File: src/rtl/mem_access_unit_pkg.sv
// Shared types and constants for the data-memory access stage.
package mem_access_unit_pkg;

  localparam int unsigned DATA_WIDTH             = 32;
  localparam int unsigned ADDR_WIDTH             = 32;
  localparam int unsigned NUM_LANES              = DATA_WIDTH / 8;
  localparam int unsigned TIMEOUT_CYCLES_DEFAULT = 16;

  typedef enum logic [1:0] {
    ST_IDLE,
    ST_REQ,
    ST_WAIT,
    ST_RESP
  } state_t;

  typedef enum logic [1:0] {
    SZ_BYTE,
    SZ_HALF,
    SZ_WORD
  } size_t;

  localparam logic [2:0] F3_LB  = 3'b000;
  localparam logic [2:0] F3_LH  = 3'b001;
  localparam logic [2:0] F3_LW  = 3'b010;
  localparam logic [2:0] F3_LBU = 3'b100;
  localparam logic [2:0] F3_LHU = 3'b101;
  localparam logic [2:0] F3_SB  = 3'b000;
  localparam logic [2:0] F3_SH  = 3'b001;
  localparam logic [2:0] F3_SW  = 3'b010;

  // Undefined encodings fall back to a full-word access.
  function automatic size_t access_size(input logic is_store, input logic [2:0] funct3);
    size_t sz;
    sz = SZ_WORD;
    if (is_store) begin
      case (funct3)
        F3_SB:   sz = SZ_BYTE;
        F3_SH:   sz = SZ_HALF;
        default: sz = SZ_WORD;
      endcase
    end else begin
      case (funct3)
        F3_LB, F3_LBU: sz = SZ_BYTE;
        F3_LH, F3_LHU: sz = SZ_HALF;
        default:       sz = SZ_WORD;
      endcase
    end
    return sz;
  endfunction

endpackage

File: src/rtl/mem_access_unit_load_extend.sv
// Selects the addressed byte/half lane of a read word and sign/zero-extends it.
module mem_access_unit_load_extend
  import mem_access_unit_pkg::*;
#(
  parameter  int unsigned DWIDTH = DATA_WIDTH,
  localparam int unsigned OFF_W  = $clog2(DWIDTH / 8)
) (
  input  logic [DWIDTH-1:0] rdata,
  input  logic [OFF_W-1:0]  offset,
  input  logic [2:0]        funct3,
  output logic [DWIDTH-1:0] ext_data_c
);

  logic [7:0]  byte_lane;
  logic [15:0] half_lane;

  always_comb begin
    byte_lane  = 8'(rdata >> {offset, 3'b000});
    half_lane  = 16'(rdata >> {offset[OFF_W-1:1], 4'b0000});
    ext_data_c = rdata;
    case (funct3)
      F3_LB:   ext_data_c = {{(DWIDTH-8){byte_lane[7]}}, byte_lane};
      F3_LBU:  ext_data_c = {{(DWIDTH-8){1'b0}}, byte_lane};
      F3_LH:   ext_data_c = {{(DWIDTH-16){half_lane[15]}}, half_lane};
      F3_LHU:  ext_data_c = {{(DWIDTH-16){1'b0}}, half_lane};
      default: ext_data_c = rdata;
    endcase
  end

endmodule

File: src/rtl/mem_access_unit.sv
// Data-memory access stage: req/gnt/rvalid bus handshake, lane steering,
// load extension, misalignment detection and bus timeout.
module mem_access_unit
  import mem_access_unit_pkg::*;
#(
  parameter int unsigned DWIDTH         = DATA_WIDTH,
  parameter int unsigned AWIDTH         = ADDR_WIDTH,
  parameter int unsigned TIMEOUT_CYCLES = TIMEOUT_CYCLES_DEFAULT
) (
  input  logic                clk,
  input  logic                reset,
  input  logic                valid_i,
  input  logic                memren_i,
  input  logic                memwen_i,
  input  logic [2:0]          funct3_i,
  input  logic [AWIDTH-1:0]   addr_i,
  input  logic [DWIDTH-1:0]   store_data_i,
  output logic                stall_o,
  output logic                dmem_req_o,
  output logic                dmem_we_o,
  output logic [AWIDTH-1:0]   dmem_addr_o,
  output logic [DWIDTH-1:0]   dmem_wdata_o,
  output logic [DWIDTH/8-1:0] dmem_be_o,
  input  logic                dmem_gnt_i,
  input  logic                dmem_rvalid_i,
  input  logic [DWIDTH-1:0]   dmem_rdata_i,
  output logic [DWIDTH-1:0]   memory_data_o,
  output logic                done_o,
  output logic                misaligned_o,
  output logic                timeout_o
);

  localparam int unsigned LANES = DWIDTH / 8;
  localparam int unsigned OFF_W = $clog2(LANES);
  localparam int unsigned CNT_W = $clog2(TIMEOUT_CYCLES + 1);

  state_t             state_q, state_d;
  logic [CNT_W-1:0]   cnt_q, cnt_d;
  logic               we_q, we_d;
  logic [2:0]         funct3_q, funct3_d;
  logic [OFF_W-1:0]   off_q, off_d;

  logic               req_d, dwe_d, done_d, mis_d, tmo_d;
  logic [AWIDTH-1:0]  addr_d;
  logic [DWIDTH-1:0]  wdata_d, mem_data_d;
  logic [LANES-1:0]   be_d;

  logic               mem_op_c;
  size_t              size_c;
  logic               misaligned_c;
  logic               timeout_hit_c;
  logic [LANES-1:0]   be_c;
  logic [DWIDTH-1:0]  wdata_c;
  logic [DWIDTH-1:0]  ext_data_c;

  assign mem_op_c      = memren_i | memwen_i;
  assign size_c        = access_size(memwen_i, funct3_i);
  assign misaligned_c  = ((size_c == SZ_HALF) && addr_i[0]) ||
                         ((size_c == SZ_WORD) && (addr_i[OFF_W-1:0] != '0));
  assign timeout_hit_c = (cnt_q == CNT_W'(TIMEOUT_CYCLES - 1));

  assign stall_o = ((state_q == ST_IDLE) && valid_i && mem_op_c) ||
                   (state_q == ST_REQ) || (state_q == ST_WAIT);

  // Store lane steering from the incoming address and size.
  always_comb begin
    be_c    = '1;
    wdata_c = store_data_i;
    case (size_c)
      SZ_BYTE: begin
        be_c    = LANES'(1) << addr_i[OFF_W-1:0];
        wdata_c = {LANES{store_data_i[7:0]}};
      end
      SZ_HALF: begin
        be_c    = LANES'(3) << {addr_i[OFF_W-1:1], 1'b0};
        wdata_c = {(LANES/2){store_data_i[15:0]}};
      end
      default: begin
        be_c    = '1;
        wdata_c = store_data_i;
      end
    endcase
  end

  mem_access_unit_load_extend #(
    .DWIDTH (DWIDTH)
  ) u_load_extend (
    .rdata      (dmem_rdata_i),
    .offset     (off_q),
    .funct3     (funct3_q),
    .ext_data_c (ext_data_c)
  );

  // Next-state and next-output logic.
  always_comb begin
    state_d    = state_q;
    cnt_d      = cnt_q;
    we_d       = we_q;
    funct3_d   = funct3_q;
    off_d      = off_q;
    req_d      = 1'b0;
    done_d     = 1'b0;
    mis_d      = 1'b0;
    tmo_d      = 1'b0;
    mem_data_d = memory_data_o;
    addr_d     = dmem_addr_o;
    dwe_d      = dmem_we_o;
    wdata_d    = dmem_wdata_o;
    be_d       = dmem_be_o;

    case (state_q)
      ST_IDLE: begin
        if (valid_i && mem_op_c) begin
          we_d     = memwen_i;
          funct3_d = funct3_i;
          off_d    = addr_i[OFF_W-1:0];
          if (misaligned_c) begin
            state_d    = ST_RESP;
            done_d     = 1'b1;
            mis_d      = 1'b1;
            mem_data_d = '0;
          end else begin
            state_d = ST_REQ;
            req_d   = 1'b1;
            cnt_d   = '0;
            addr_d  = {addr_i[AWIDTH-1:OFF_W], OFF_W'(0)};
            dwe_d   = memwen_i;
            be_d    = memwen_i ? be_c : '0;
            wdata_d = memwen_i ? wdata_c : '0;
          end
        end
      end

      ST_REQ: begin
        cnt_d = cnt_q + CNT_W'(1);
        req_d = 1'b1;
        if (dmem_gnt_i && we_q) begin
          state_d = ST_RESP;
          req_d   = 1'b0;
          done_d  = 1'b1;
        end else if (timeout_hit_c) begin
          state_d    = ST_RESP;
          req_d      = 1'b0;
          done_d     = 1'b1;
          tmo_d      = 1'b1;
          mem_data_d = '0;
        end else if (dmem_gnt_i) begin
          state_d = ST_WAIT;
          req_d   = 1'b0;
        end
      end

      ST_WAIT: begin
        cnt_d = cnt_q + CNT_W'(1);
        if (dmem_rvalid_i) begin
          state_d    = ST_RESP;
          done_d     = 1'b1;
          mem_data_d = ext_data_c;
        end else if (timeout_hit_c) begin
          state_d    = ST_RESP;
          done_d     = 1'b1;
          tmo_d      = 1'b1;
          mem_data_d = '0;
        end
      end

      ST_RESP: begin
        state_d = ST_IDLE;
      end

      default: begin
        state_d = ST_IDLE;
      end
    endcase
  end

  always_ff @(posedge clk) begin
    if (!reset) begin
      state_q       <= ST_IDLE;
      cnt_q         <= '0;
      we_q          <= 1'b0;
      funct3_q      <= '0;
      off_q         <= '0;
      dmem_req_o    <= 1'b0;
      dmem_we_o     <= 1'b0;
      dmem_addr_o   <= '0;
      dmem_wdata_o  <= '0;
      dmem_be_o     <= '0;
      memory_data_o <= '0;
      done_o        <= 1'b0;
      misaligned_o  <= 1'b0;
      timeout_o     <= 1'b0;
    end else begin
      state_q       <= state_d;
      cnt_q         <= cnt_d;
      we_q          <= we_d;
      funct3_q      <= funct3_d;
      off_q         <= off_d;
      dmem_req_o    <= req_d;
      dmem_we_o     <= dwe_d;
      dmem_addr_o   <= addr_d;
      dmem_wdata_o  <= wdata_d;
      dmem_be_o     <= be_d;
      memory_data_o <= mem_data_d;
      done_o        <= done_d;
      misaligned_o  <= mis_d;
      timeout_o     <= tmo_d;
    end
  end

endmodule
File: config.mk
export PLATFORM = sky130hd
export DESIGN_NAME = mem_access_unit
export DESIGN_NICKNAME = d
export VERILOG_FILES = /design/src/rtl/mem_access_unit_pkg.sv /design/src/rtl/mem_access_unit_load_extend.sv /design/src/rtl/mem_access_unit.sv
export SDC_FILE = /design/constraint.sdc
export NUM_CORES = 1
export LEC_CHECK = 0
export BUFFER_PORTS_ARGS = -buffer_cell sky130_fd_sc_hd__buf_2
export CAP_MARGIN = 20
export CORE_MARGIN = 5
export CORE_UTILIZATION = 25
export CTS_CLUSTER_DIAMETER = 120
export DETAILED_ROUTE_END_ITERATION = 10
export PLACE_DENSITY = 0.54
export SKIP_LAST_GASP = 1
export SYNTH_ARGS = -nofsm -noshare
export SYNTH_HDL_FRONTEND = slang
export SYNTH_SLANG_ARGS = --single-unit
File: constraint.sdc
create_clock -name clk -period 2.7 [get_ports clk]
set_input_delay 0.405 -clock clk [delete_from_list [all_inputs] [get_ports clk]]
set_output_delay 0.405 -clock clk [all_outputs]
set_load 0.03 [all_outputs]
## Word-level counts from Yosys, hierarchy flattened

Index checks and enable logic that the tools add are counted.

| storage, ports and cells | value |
|---|---|
| input bits | 106 |
| register bits | 116 |
| word-level logic and storage cells | 104 |

| operators by class | value |
|---|---|
| bitwise gates (word level) | 2 |
| multiplexer cells | 40 |
| shift-type cells | 4 |
| equality and inequality tests | 18 |
| reductions and logical operators | 25 |
| $add $sub $neg | 1 |

Operator list:

| kind | number |
|---|---|
| $mux 32 | 6 |
| $pmux 32 s4 | 1 |
| $pmux 32 s3 | 1 |
| $pmux 32 s2 | 1 |
| $shr 32x5->16 | 1 |
| $shr 32x5->8 | 1 |
| $mux 2 | 8 |
| $eq 3x3->1 const B | 4 |
| $mux 1 | 12 |
| $mux 5 | 2 |
| $pmux 5 s2 | 1 |
| $reduce_and 3->1 | 3 |
| $pmux 2 s2 | 2 |
| $pmux 2 s4 | 1 |
| $pmux 4 s2 | 1 |
| $eq 2x2->1 const B | 3 |
| $eq 3x1->1 const B | 2 |
| $logic_and 1x1->1 | 6 |
| $logic_not 3->1 | 2 |
| $ne 2x2->1 const B | 3 |
| $reduce_or 2->1 | 3 |
| $add 5x1->5 const B | 1 |
| $eq 5x4->1 const B | 1 |
| $eq 2x1->1 const B | 2 |
| 16 further kinds | 22 |

## Depth between registers and ports, before layout

Gate-level depths: netlist (run 1).

| depth | value |
|---|---|
| depth in word-level cells | 10 |
| gate-level depth with buffers | 9 |

## Modules after synthesis

From an unflattened synthesis (run 1), not the netlist that was laid out.

| second synthesis, totals | value |
|---|---|
| cells, all modules | 570 |
| area, all modules | 5117.4 um^2 |

Modules (own cells, without submodules):

| module | times used | cells each | area each (um^2) |
|---|---|---|---|
| mem_access_unit | 1 | 461 | 4489.3 |
| mem_access_unit_load_extend | 1 | 109 | 628.1 |

## Least setup slack after synthesis (run 1)

No wires, ideal clock.

| timing | value |
|---|---|
| path type | reg2reg |
| from | register state_q[0] |
| to | register dmem_be_o[0] |
| period minus slack after synthesis | 2.059 ns |
| slack | 0.641 ns |
| stages on the path, launching flop included | 10 |
| data arrival time | 1.931 ns |
| data required time | 2.571 ns |
| path through | dfxtp_1 -> inv_1 -> ha_1 -> clkbuf_1 -> o211ai_2 -> a221oi_4 -> nor2_1 -> clkbuf_1 -> nand2_1 -> o21ai_0 |

| between the ends | value |
|---|---|
| longest elaborated chain between the ends | 2 |

RTL lines:

| item | line | source |
|---|---|---|
| start, declared | mem_access_unit.sv:37 | `state_t state_q, state_d;` |
| start signal, assigned | mem_access_unit.sv:194 | `state_q <= state_d;` |
| $logic_not 2->1 | mem_access_unit.sv:111 | `case (state_q)` |
| $reduce_and 3->1 (no line) | - |  |
| end signal, assigned | mem_access_unit.sv:188 | `dmem_be_o <= '0;` |
| end signal, assigned | mem_access_unit.sv:203 | `dmem_be_o <= be_d;` |
| end, declared | mem_access_unit.sv:23 | `output logic [DWIDTH/8-1:0] dmem_be_o,` |

No other way between the ends.
A chain may end at the register's enable or synchronous reset.

## Worst setup path in the final report (run 1)

| timing | value |
|---|---|
| from | register state_q[0] |
| to | output stall_o |

| between the ends | value |
|---|---|
| longest elaborated chain between the ends | 5 |
| elaborated cells on any way between the ends | 7 |

RTL lines:

| item | line | source |
|---|---|---|
| $logic_not 2->1 | mem_access_unit.sv:62 | `assign stall_o = ((state_q == ST_IDLE) && valid_i && mem_op_c) \|\|` |
| $logic_and 1x1->1 (2 in a row) | mem_access_unit.sv:62 |  |
| $logic_or 1x1->1 | mem_access_unit.sv:62 |  |
| $logic_or 1x1->1 * | mem_access_unit.sv:63 | `(state_q == ST_REQ) \|\| (state_q == ST_WAIT);` |
| end, declared | mem_access_unit.sv:18 | `output logic stall_o,` |

Every way passes the cells marked *; elsewhere a longest branch is shown, timed or not.

==> impl_metrics.env, run 1 <==
export IMPL_status="finished, final reports clean"
export IMPL_ctsHoldBuffers=0
export IMPL_drive_above_1_share=0.3412
export IMPL_grt_ovfl_total=0
export IMPL_drcViolationCount=0
export IMPL_synth_ff_type="dfxtp_1"
export IMPL_synth_edf_count=0
export IMPL_ctsResizeCount=0
export IMPL_die_h_um=152.3
export IMPL_fin_crit_ns=2.560
export IMPL_min_from="addr_i[4]"
export IMPL_placed_area_mm2=0.006395
export IMPL_fillers=2122
export IMPL_io_buffer_count=209
export IMPL_peakVddDrop_mv=0.4245
export IMPL_rsz0062_at_grt="false"
export IMPL_path_clk_slew_ns=0.06
export IMPL_vias_per_cell=4.586
export IMPL_relSlewSlack=0.5150
export IMPL_cts_buffers=17
export IMPL_max_cap_violations=0
export IMPL_final_cells=1075
export IMPL_postCtsSetupRepairBufs=0
export IMPL_powerDensity_mw_per_mm2=789.9
export IMPL_slowest_stage="or3_1"
export IMPL_grt_usage=0.1424
export IMPL_drtAntennaViolNets=0
export IMPL_cellLeakagePower_uw=0.003115
export IMPL_crit_buf_inv=2
export IMPL_place_congestion=0.7560
export IMPL_tritoncts="built"
export IMPL_clockBufferDepth=2
export IMPL_core_mm2=0.02010
export IMPL_finalWirelength_mm=16.86
export IMPL_area_growth_pct=38.34
export IMPL_fp_dieW_um=152.3
export IMPL_clock_latency_ns=0.42
export IMPL_hpwlAfterDp_mm=12.60
export IMPL_syn_avg_cell_area_um2=8.651
export IMPL_postSynthCellCount=585
export IMPL_grt_max_degree=35
export IMPL_antenna_found_initial=6
export IMPL_grt_pass1_wl_mm=26.58
export IMPL_die_area_mm2=0.02319
export IMPL_clockRootBuffer="clkbuf_16"
export IMPL_r2r_start="state_q[0]$_SDFFE_PN0P_"
export IMPL_critical_path_class="register to output port"
export IMPL_yosysSeqAreaShare=0.4588
export IMPL_clkSinkCount=116
export IMPL_multiInputGateArea_mm2=0.002546
export IMPL_tightest_slew_ns=0.7267
export IMPL_ys_types=48
export IMPL_start_util=0.2517
export IMPL_seq_area_mm2=0.002322
export IMPL_wl_per_cell_um=15.69
export IMPL_crit_chain="inv_1 -> ha_1 -> and2_1 -> o21a_1 -> or3_1 -> buf_2"
export IMPL_finish_net_count=902
export IMPL_critical_path_startpoint="state_q[0]$_SDFFE_PN0P_"
export IMPL_dr_pass1_iters=5
export IMPL_num_rows=52
export IMPL_fmax_mhz=390.7
export IMPL_worst_hold_slack_ns=0.2180
export IMPL_ys_ff_latch=116
export IMPL_synth_area_mm2=0.005061
export IMPL_critPathArrivalTime_ns=2.15
export IMPL_dp_cells=1041
export IMPL_critical_path_top_delay_family="simple AND/OR/NAND/NOR gates"
export IMPL_period_share=0.9481
export IMPL_htree_levels=4
export IMPL_final_area_mm2=0.007002
export IMPL_cp_start_kind="register"
export IMPL_async_flop_share=0
export IMPL_synth_warnings=0
export IMPL_drtIter0Drc=251
export IMPL_grt_pass1_vias=4744
export IMPL_finalSetupTns_ns=0
export IMPL_cp_slowest_stage_delay_ns=0.39
export IMPL_end_kind="output port"
export IMPL_hold_path_class="input port to register"
export IMPL_crit_fanout=7
export IMPL_required_ns=2.30
export IMPL_setup_violations=0
export IMPL_slew_viol_final=0
export IMPL_routed_via_count=4930
export IMPL_fin_skew_ns=0.01722
export IMPL_hold_viol=0
export IMPL_pin_count=212
==> tightest hold or removal path, stage by stage <==
cell and delay, ns:
buf_2 0.09, nand2_1 0.04, a21oi_1 0.05
==> Yosys cell counts, types with 3 or more instances <==
cell / instances / area, um2
mux4_2: 4 / 90.09
inv_1: 7 / 26.28
o31ai_1: 3 / 22.52
dfxtp_1: 116 / 2322
mux2i_1: 29 / 290.3
buf_1: 5 / 18.77
a21oi_1: 66 / 330.3
nor2b_1: 4 / 25.02
o22ai_1: 12 / 75.07
clkbuf_1: 24 / 90.09
a2bb2oi_1: 7 / 61.31
nand3_1: 3 / 15.01
mux2_2: 3 / 33.78
ha_1: 6 / 75.07
nor2_1: 25 / 93.84
nand2_1: 126 / 473.0
o21ai_0: 45 / 225.2
buf_2: 6 / 30.03
a22o_1: 30 / 262.8
or3_1: 4 / 25.02
buf_4: 4 / 30.03
o221ai_1: 4 / 35.03
nand2b_1: 21 / 131.4
==> final timing paths <==
check | cells past startpoint | endpoint | slack (ns)
max | 6 | stall_o | 0.14
min | 3 | dmem_addr_o[4]$_SDFFE_PN0P_ | 0.22
max reg2reg | 8 | dmem_wdata_o[10]$_SDFFE_PN0P_ | 0.53
min reg2reg | 2 | dmem_we_o$_SDFFE_PN0P_ | 0.45
==> registers in the layout (all words and copies together), names as in the netlist, 2 cells and up <==
signal / cells
dmem_be_o: 4
dmem_addr_o: 30
funct3_q: 3
off_q: 2
memory_data_o: 32
dmem_wdata_o: 32
state_q: 2
cnt_q: 5
==> logic make-up (layout without fill, tap and decap cells) <==
group,after synthesis,count (layout),share of synthesized area
compound gates,185,185,0.2383
fa+ha+maj,6,6,0.01483
buf+inv,47,264,0.03931
flops,116,116,0.4588
mux,36,36,0.08183
other cells,1,4,0.0007409
simple gates,194,194,0.1661
==> final cells by class <==
class,count,area share
repair buffers,224,0.1655
well taps,270,0.04825
inverters,8,0.004289
clock buffers,19,0.06326
diodes,2,0.0007148
flip-flops and latches,116,0.3317
multi-input cells,423,0.3637
clock inverters,13,0.02269
==> layer usage <==
metal | GRT usage | vias to the layer above | part of all wire
li1 | - | 2476 | -
met1 | 0.1739 | 2291 | 0.44
met3 | 0.05368 | 20 | 0.059
met5 | 0 | - | 0.0026
met4 | 0.04666 | 8 | 0.014
met2 | 0.2324 | 135 | 0.49
==> per-stage QoR <==
step / utilization / total power (uW) / setup WS, ns
after global routing: 0.3483 / 5830 / 0.01235
after CTS: 0.3480 / 5607 / 0.1122
final: 0.3483 / 5530 / 0.1402
after floorplan: - / 2839 / 0.6408
after detailed placement: 0.3181 / 3265 / 0.5125
after global placement: 0.3181 / 3267 / 0.5552
==> power by group <==
| group | internal, uW | switching, uW |
|---|---|---|
| Sequential | 1830 | 94.7 |
| Clock | 1470 | 839 |
| Combinational | 471 | 828 |
==> cell usage in the layout, fill, tap and decap left out, types with 4 or more instances in the layout <==
cell	synthesis	routed
a21oi_1	66	66
a22o_1	30	30
a2bb2oi_1	7	7
buf_2	6	209
buf_4	4	15
clkbuf_16	0	17
clkinvlp_4	0	6
dfxtp_1	116	116
ha_1	6	6
inv_1	7	7
mux2i_1	29	29
mux4_2	4	4
nand2_1	126	126
nand2b_1	21	21
nor2_1	25	24
nor2b_1	4	4
o21ai_0	45	45
o221ai_1	4	4
o22ai_1	12	12
or3_1	4	4
Power figures use the tool's default switching activity.
==> inputs of run 2 (changes only) <==
--- a/config.mk
+++ b/config.mk
@@ -7,6 +7,7 @@
 export LEC_CHECK = 0
 export BUFFER_PORTS_ARGS = -buffer_cell sky130_fd_sc_hd__buf_2
 export CAP_MARGIN = 20
+export CORE_ASPECT_RATIO = 0.8
 export CORE_MARGIN = 5
 export CORE_UTILIZATION = 25
 export CTS_CLUSTER_DIAMETER = 120
==> run 2 against run 1 <==
  * Clock skew down 0.0066 ns
  * Via count down 0.49%
  * Flip-flop and latch count unchanged
  * Clock-buffer cell count up 2
  * Global-route usage up 0.11 points
  * Cell count down 0.74%
  * Sequential share of layout area unchanged
  * Critical path type unchanged
==> impl_metrics.env, run 2 (synthesized netlist as in run 1, its figures left out) <==
export IMPL_die_h_um=137.3
export IMPL_ctsResizeCount=0
export IMPL_final_common_cell="buf_2"
export IMPL_die_area_mm2=0.02321
export IMPL_finalSetupTns_ns=0
export IMPL_critical_path_class="register to output port"
export IMPL_drtIter0Drc=303
export IMPL_peakVddDrop_mv=0.4259
export IMPL_wl_per_cell_um=15.92
export IMPL_switching_power_uw=1745
export IMPL_fin_util=0.3526
export IMPL_internal_power_uw=3820
export IMPL_seq_area_mm2=0.002322
export IMPL_fillers=2102
export IMPL_vias_per_cell=4.598
export IMPL_pin_count=212
export IMPL_antenna_found_initial=1
export IMPL_ctsHoldBuffers=0
export IMPL_grt_pass1_vias=4866
export IMPL_end_kind="output port"
export IMPL_clockRootBuffer="clkbuf_16"
export IMPL_fin_skew_ns=0.01061
export IMPL_core_mm2=0.01986
export IMPL_setup_violations=0
export IMPL_tightest_slew_ns=0.5915
export IMPL_drive_above_1_share=0.3412
export IMPL_multiInputGateArea_mm2=0.002546
export IMPL_relSlewSlack=0.6051
export IMPL_path_depth=6
export IMPL_cellLeakagePower_uw=0.003139
export IMPL_place_congestion=0.7971
export IMPL_fmax_mhz=409.2
export IMPL_antenna_cells=0
export IMPL_crit_chain="inv_1 -> ha_1 -> and2_1 -> o21a_1 -> or3_1 -> buf_2"
export IMPL_hold_viol=0
export IMPL_worst_slack_ns=0.2561
export IMPL_drcViolationCount=0
export IMPL_period_share=0.9051
export IMPL_max_cap_violations=0
export IMPL_routed_via_count=4906
export IMPL_r2r_setup_slack_ns=0.51
export IMPL_crit_fanout=7
export IMPL_powerDensity_mw_per_mm2=794.8
export IMPL_clockBufferDepth=2
export IMPL_pwr_share_clk=0.416
export IMPL_required_ns=2.30
export IMPL_dr_pass1_iters=4
export IMPL_slew_viol_final=0
export IMPL_power_share_switching=0.3135
export IMPL_grt_ovfl_total=0
export IMPL_start_util=0.2549
export IMPL_hpwlAfterDp_mm=12.67
export IMPL_hold_path_class="input port to register"
export IMPL_fp_dieW_um=169.1
export IMPL_place_ws_ns=0.5008
export IMPL_cp_start_kind="register"
export IMPL_fin_crit_ns=2.444
export IMPL_htree_levels=4
export IMPL_reg2reg_depth=8
export IMPL_area_growth_pct=38.34
export IMPL_comb_power_share=0.239
export IMPL_clkSinkCount=116
export IMPL_num_rows=46
export IMPL_critPathArrivalTime_ns=2.04
export IMPL_seqPwrFrac=0.344
export IMPL_final_cell_mix="buf_2, nand2_1, dfxtp_1"
export IMPL_tritoncts="built"
export IMPL_reg_top3="dmem_wdata_o (32), memory_data_o (32), dmem_addr_o (30)"
export IMPL_crit_buf_inv=2
export IMPL_cp_slowest_stage_delay_ns=0.39
export IMPL_io_buffer_count=209
export IMPL_drtAntennaViolNets=0
export IMPL_cts_buffers=17
export IMPL_postCtsSetupRepairBufs=0
export IMPL_grt_usage=0.1435
export IMPL_path_clk_slew_ns=0.05
export IMPL_grt_max_degree=34
export IMPL_status="finished, final reports clean"
export IMPL_finalWirelength_mm=16.99
export IMPL_rsz0062_at_grt="false"
export IMPL_clock_latency_ns=0.41
export IMPL_slowest_stage="dfxtp_1"
export IMPL_whs_path_depth=3
export IMPL_critical_path_top_delay_family="simple AND/OR/NAND/NOR gates"
export IMPL_finish_net_count=904
export IMPL_grt_pass1_wl_mm=26.40
==> run 2: metrics by stage <==
step	total power [uW]	std cells	area [um2]	hold WS, ns
after floorplan	2839	586	5065	0.4319
after detailed placement	3297	1037	6402	0.4325
after CTS	5654	1067	7002	0.2039
after global placement	3298	1037	6402	0.4282
after global routing	5875	1067	7002	0.2220
final	5565	1067	7002	0.2306
==> run 2: power by group through the flow <==
stage               Combinational [uW]  Sequential (uW)  Clock (uW)
floorplan                          749             2090           0
global placement                  1350             1950           0
detailed placement                1350             1950           0
CTS                               1350             1920        2380
global route                      1480             1930        2460
finish                            1330             1920        2320
==> run 2: metal layers <==
metal | track usage | up-vias | part of all wire
li1 | - | 2468 | -
met1 | 0.1915 | 2266 | 0.48
met2 | 0.2139 | 153 | 0.43
met3 | 0.05651 | 17 | 0.082
met4 | 0.04515 | 2 | 0.010
met5 | 0 | - | 0.00041
==> run 2: worst register-to-register path, stage by stage, from the launching register on <==
cell and delay, ns:
dfxtp_1 0.38, inv_1 0.10, ha_1 0.26, a31o_2 0.26
a21oi_1 0.20, nand3_1 0.34, a21oi_2 0.21, buf_4 0.24
a22o_1 0.16
==> run 2: path summary, 6_finish.rpt <==
check,start,to
worst max-delay path,state_q[0]$_SDFFE_PN0P_,stall_o
worst max register to register,state_q[1]$_SDFFE_PN0P_,memory_data_o[20]$_SDFFE_PN0P_
worst min-delay path,addr_i[20],dmem_addr_o[20]$_SDFFE_PN0P_
worst min register to register,dmem_we_o$_SDFFE_PN0P_,dmem_we_o$_SDFFE_PN0P_
==> run 2: layout make-up <==
cell class | instances | area share
Clock buffer | 21 | 0.06719
Sequential cell | 116 | 0.3317
Inverter | 8 | 0.004289
Multi-Input combinational cell | 423 | 0.3637
Clock inverter | 9 | 0.01841
Timing Repair Buffer | 226 | 0.1676
Tap cell | 264 | 0.04718
